--- config.mk ---
export PLATFORM = sky130hd
export DESIGN_NAME = result_requant_writer
export DESIGN_NICKNAME = d
export VERILOG_FILES = /design/src/rtl/result_requant_writer.sv
export SDC_FILE = /design/constraint.sdc
export NUM_CORES = 1
export LEC_CHECK = 0
export ABC_CLOCK_PERIOD_IN_PS = 3950
export CORE_MARGIN = 1.5
export CORE_UTILIZATION = 50
export DETAILED_ROUTE_END_ITERATION = 8
export PLACE_DENSITY_LB_ADDON = 0.05
export SYNTH_ARGS = -nofsm -noshare
export SYNTH_HDL_FRONTEND = slang
export SYNTH_SLANG_ARGS = --single-unit
--- constraint.sdc ---
create_clock -name clk -period 3.95 [get_ports clk]
set_input_delay 0.395 -clock clk [delete_from_list [all_inputs] [get_ports clk]]
set_output_delay 0.395 -clock clk [all_outputs]
set_load 0.1 [all_outputs]
--- src/rtl/result_requant_writer.sv ---
// result_requant_writer
// Streams a finished result matrix out of result SRAM, requantises each
// element (optional ReLU, arithmetic right shift, signed 16-bit saturation)
// and writes it to scratchpad SRAM as a header word {rows, cols} at dst_base
// followed by the elements in row-major order from dst_base+1.
//
// Ports:
//   clk, reset_n        clock, asynchronous active-low reset
//   start / ready       job request, accepted only while ready=1
//   done                one-cycle pulse when the job completes
//   num_rows, num_cols  matrix shape (latched at start)
//   src_base, dst_base  result SRAM start / scratchpad header address (latched)
//   shift, relu_en      requantisation controls (latched)
//   result_rd_addr      result SRAM read address (data valid one cycle later)
//   result_rd_data      result SRAM read data
//   scr_we/addr/wdata   scratchpad write port
//   sat_count           number of saturated elements in current/last job
module result_requant_writer #(
  parameter int DATA_W  = 32,
  parameter int ADDR_W  = 12,
  parameter int SHIFT_W = 5
) (
  input  logic               clk,
  input  logic               reset_n,
  input  logic               start,
  output logic               ready,
  output logic               done,
  input  logic [15:0]        num_rows,
  input  logic [15:0]        num_cols,
  input  logic [ADDR_W-1:0]  src_base,
  input  logic [ADDR_W-1:0]  dst_base,
  input  logic [SHIFT_W-1:0] shift,
  input  logic               relu_en,
  output logic [ADDR_W-1:0]  result_rd_addr,
  input  logic [DATA_W-1:0]  result_rd_data,
  output logic               scr_we,
  output logic [ADDR_W-1:0]  scr_addr,
  output logic [DATA_W-1:0]  scr_wdata,
  output logic [15:0]        sat_count
);

  typedef enum logic [2:0] {IDLE, HEADER, ISSUE, DRAIN1, DRAIN2, DONE} state_t;

  localparam logic signed [DATA_W-1:0] SAT_MAX = DATA_W'(32767);
  localparam logic signed [DATA_W-1:0] SAT_MIN = DATA_W'(-32768);

  state_t              state;
  logic [15:0]         rows_q;
  logic [15:0]         cols_q;
  logic [ADDR_W-1:0]   src_q;
  logic [ADDR_W-1:0]   dst_q;
  logic [SHIFT_W-1:0]  shift_q;
  logic                relu_q;
  logic [31:0]         n_total;
  logic [31:0]         issued;
  logic [ADDR_W-1:0]   wr_addr;

  // Read pipeline: rd_vld marks a valid address on result_rd_addr,
  // dat_pend marks SRAM data arriving this cycle, dat_vld marks dat_q valid.
  logic                rd_vld;
  logic                dat_pend;
  logic                dat_vld;
  logic [DATA_W-1:0]   dat_q;

  logic signed [DATA_W-1:0] x_relu;
  logic signed [DATA_W-1:0] y_shift;
  logic [DATA_W-1:0]        proc_val;
  logic                     proc_sat;

  always_comb begin
    x_relu = signed'(dat_q);
    if (relu_q && (x_relu < 0)) begin
      x_relu = '0;
    end
    y_shift  = x_relu >>> shift_q;
    proc_sat = 1'b0;
    proc_val = y_shift;
    if (y_shift > SAT_MAX) begin
      proc_val = SAT_MAX;
      proc_sat = 1'b1;
    end else if (y_shift < SAT_MIN) begin
      proc_val = SAT_MIN;
      proc_sat = 1'b1;
    end
  end

  always_ff @(posedge clk or negedge reset_n) begin
    if (!reset_n) begin
      state          <= IDLE;
      ready          <= 1'b1;
      done           <= 1'b0;
      scr_we         <= 1'b0;
      scr_addr       <= '0;
      scr_wdata      <= '0;
      result_rd_addr <= '0;
      sat_count      <= '0;
      rows_q         <= '0;
      cols_q         <= '0;
      src_q          <= '0;
      dst_q          <= '0;
      shift_q        <= '0;
      relu_q         <= 1'b0;
      n_total        <= '0;
      issued         <= '0;
      wr_addr        <= '0;
      rd_vld         <= 1'b0;
      dat_pend       <= 1'b0;
      dat_vld        <= 1'b0;
      dat_q          <= '0;
    end else begin
      scr_we   <= 1'b0;
      done     <= 1'b0;
      dat_pend <= rd_vld;
      dat_vld  <= dat_pend;
      if (dat_pend) begin
        dat_q <= result_rd_data;
      end
      if (dat_vld) begin
        scr_we    <= 1'b1;
        scr_addr  <= wr_addr;
        scr_wdata <= proc_val;
        wr_addr   <= wr_addr + ADDR_W'(1);
        if (proc_sat && (sat_count != 16'hFFFF)) begin
          sat_count <= sat_count + 16'd1;
        end
      end

      case (state)
        IDLE: begin
          ready <= 1'b1;
          // Gating on the ready register (not just the state) ignores a start
          // seen in the cycle done is high, which is already spent in IDLE.
          if (start && ready) begin
            rows_q    <= num_rows;
            cols_q    <= num_cols;
            src_q     <= src_base;
            dst_q     <= dst_base;
            shift_q   <= shift;
            relu_q    <= relu_en;
            n_total   <= 32'(num_rows) * 32'(num_cols);
            sat_count <= '0;
            ready     <= 1'b0;
            state     <= HEADER;
          end
        end
        HEADER: begin
          scr_we         <= 1'b1;
          scr_addr       <= dst_q;
          scr_wdata      <= DATA_W'({rows_q, cols_q});
          wr_addr        <= dst_q + ADDR_W'(1);
          result_rd_addr <= src_q;
          issued         <= 32'd1;
          if (n_total == 32'd0) begin
            // Empty matrix: done rides along with the header write.
            done  <= 1'b1;
            state <= DONE;
          end else begin
            rd_vld <= 1'b1;
            state  <= ISSUE;
          end
        end
        ISSUE: begin
          if (issued == n_total) begin
            rd_vld <= 1'b0;
            state  <= DRAIN1;
          end else begin
            result_rd_addr <= result_rd_addr + ADDR_W'(1);
            issued         <= issued + 32'd1;
          end
        end
        DRAIN1: state <= DRAIN2;
        DRAIN2: state <= DONE;
        DONE: begin
          // The empty-matrix path already pulsed done from HEADER.
          done  <= (n_total != 32'd0);
          ready <= (n_total == 32'd0);
          state <= IDLE;
        end
        default: state <= IDLE;
      endcase
    end
  end

endmodule

==> impl_metrics.ini <==
[sta]
fin_worst_skew_ns = 0.0149
fin_crit_sh_pct = 135
setup_ws_ns = -1.37
fin_crit_ns = 5.32
setup_viol = 25
hold_violations = 0
slew_headroom_pct = 27.5
timing.setup.tns_ns = -25.56
rsz0062_at_grt = yes
worst_pin_slew_ns = 1.08
maxSlewViolCount = 0
hold_slack_ns = 0.151
fmax_mhz = 188

[global_routing]
gr-total-overflow = 0
grt_pass1_vias = 19900
grt_pass1_wl_um = 108000
grt_usage_pct = 30.6
grt_max_degree = 109
antenna_found_initial = 0

[yosys]
synth_top_cell_by_area = dfrtp_1
synth_cells = 2462
synth-seq-cells = 251
synth.most_common_cell = nand2_1
synth_flop_cell = dfrtp_1
synth_commonest_cells = nand2_1, dfrtp_1, inv_1
synth_nets = 2862
synthDistinctLibCells = 71
syn_area_per_cell_um2 = 8.96
synth_edf_count = 0
yosysSeqAreaShare_pct = 28.5
synth_warnings = 0
ys_async_sr_fraction_pct = 100
yosys-top-cells-area = dfrtp_1, fa_1, nand2_1, ha_1, inv_1
netlist.area_leader.share_pct = 28.4
netlist_area_um2 = 22100

[route]
routed_wl_um = 67600
drcViolationCount = 0
drtPass1Iterations = 6
via_count = 19100
dr.first_iter.drc_count = 1328
antenna_left = 0
wl_per_cell_um = 19.6
via_per_inst = 5.54

[floorplan]
dieArea_um2 = 45400
initial_core_util_pct = 51.0
num_io_pins = 172
die_w_um = 213
coreArea_um2 = 43300
num_rows = 76
die_h_um = 213

[critical_path]
endpoint_kind = flop
cp_max_fo = 4
cp.arrival_ns = 5.78
path_class = in -> reg
startpoint_type = primary input
crit_required_ns = 4.41

[placed_design]
portBuffers = 171
dp_hpwl_um = 49000
gp_congestion = 0.922
dpl.cell_count = 3296

[clock_network]
cts_tree = done
h-tree-depth = 1
insertion_delay_ns = 0.58
cts_buffers = 29
cts.sinks = 251
clk_pin_slew_ns = 0.06
cts_root_buffer = clkbuf_16
cts_buffer_depth = 3

[layout]
final_nets = 3236
num_antenna_cells = 0
area_delta_synth_final_pct = 30.5
drive_gt1_share_pct = 24.2
regArea_um2 = 6280
n_fill_cell = 3475
multiInputGateArea_um2 = 15300
instances_no_fill = 3442

[worst_hold_path]
min_path_type = in -> reg

[job]
drv_cap = 0

[run_status]
status = finished with violations
violations = negative setup slack
## flip-flops by register name (all words and copies together), names as in the netlist
signal          count
cols_q             16
dat_pend            1
dat_q              32
dat_vld             1
done                1
dst_q              12
issued             32
n_total            32
rd_vld              1
ready               1
relu_q              1
result_rd_addr     12
rows_q             16
sat_count          16
scr_addr           12
scr_wdata          32
scr_we              1
shift_q             5
src_q              12
state               3
wr_addr            12
## timing repair
item	CTS	global route
gates resized for setup	354	98
gates cloned	9	0
hold buffers	1	0
endpoints found under the setup margin	35	42
buffers inserted	91	12
pin swaps	164	96
hold endpoints to repair	103	0
## cell families (layout without fill, tap and decap cells)
family | count (synthesis) | count (layout) | share of synthesized area, %
compound gates | 353 | 353 | 10.1
xor+xnor | 113 | 113 | 4.49
fa+ha+maj | 303 | 303 | 23.8
buf+inv | 386 | 781 | 6.87
flops | 251 | 251 | 28.5
mux | 120 | 120 | 7.13
simple gates | 936 | 936 | 19.1
## final cells by class
cell class,instances,share of cell area (%)
sequential,251,21.8
clock inverter,9,0.317
timing repair buffer,479,16.1
tap,585,2.54
multi-input combinational,1825,53.1
inverter,250,3.28
clock buffer,43,2.91
## placed cells by master (no fill, tap or decap), drive strengths merged, types with 109 or more instances in the layout
| cell type | netlist | final |
|---|---|---|
| and2 | 118 | 118 |
| dfrtp | 250 | 250 |
| buf | 38 | 334 |
| clkdlybuf4s50 | 0 | 139 |
| o21ai | 116 | 116 |
| nand2 | 493 | 493 |
| inv | 249 | 250 |
| nor2 | 150 | 150 |
| ha | 109 | 109 |
| fa | 194 | 194 |
## per-stage QoR
stage,setup slack [ns],utilization (%),instance area [µm²]
after detailed placement,-2.49,60.1,26000
after global placement,-2.32,60.1,26000
after CTS,-1.29,66.0,28500
after global routing,-1.55,66.5,28800
final,-1.37,66.5,28800
after floorplan,-1.45,-,22500
## worst max-delay path: stages
cell and delay (ns):
buf_8 0.11, buf_6 0.12, and2_4 0.16, fa_1 0.56, inv_2 0.05, fa_2 0.56, fa_2 0.44, fa_1 0.54
inv_2 0.04, fa_1 0.50, inv_2 0.05, fa_1 0.49, inv_2 0.05, ha_4 0.26, and3_4 0.20, buf_6 0.10
o21ai_4 0.06, nor3_4 0.25, nor2_1 0.09, o211ai_1 0.16, buf_4 0.17, a21oi_4 0.07, nor3b_4 0.22, o311ai_1 0.12
## layer usage
metal  wire length [µm]  share of wire [%]  track usage, %
met5                  0                  0               0
met2              33400                 50            53.2
met3               3520                5.2            3.94
met1              27900                 41            38.8
met4               2650                3.9            11.6
## path summary, 6_finish.rpt
kind                        startpoint       endpoint  slack, ns  cells after the start
hold reg to reg                 rd_vld       dat_pend       0.46                      0
setup reg to reg            shift_q[0]  sat_count[14]       0.12                     13
hold / removal             num_rows[4]      rows_q[4]       0.15                      4
min in group asynchronous      reset_n      dat_q[21]       0.45                      2
max in group asynchronous      reset_n      dat_q[30]       2.45                      3
setup / recovery           num_rows[5]    n_total[31]      -1.37                     24
Power is left out: the tool's default activity adds up to more than one toggle a clock period on the data nets, which glitch-free logic cannot reach.
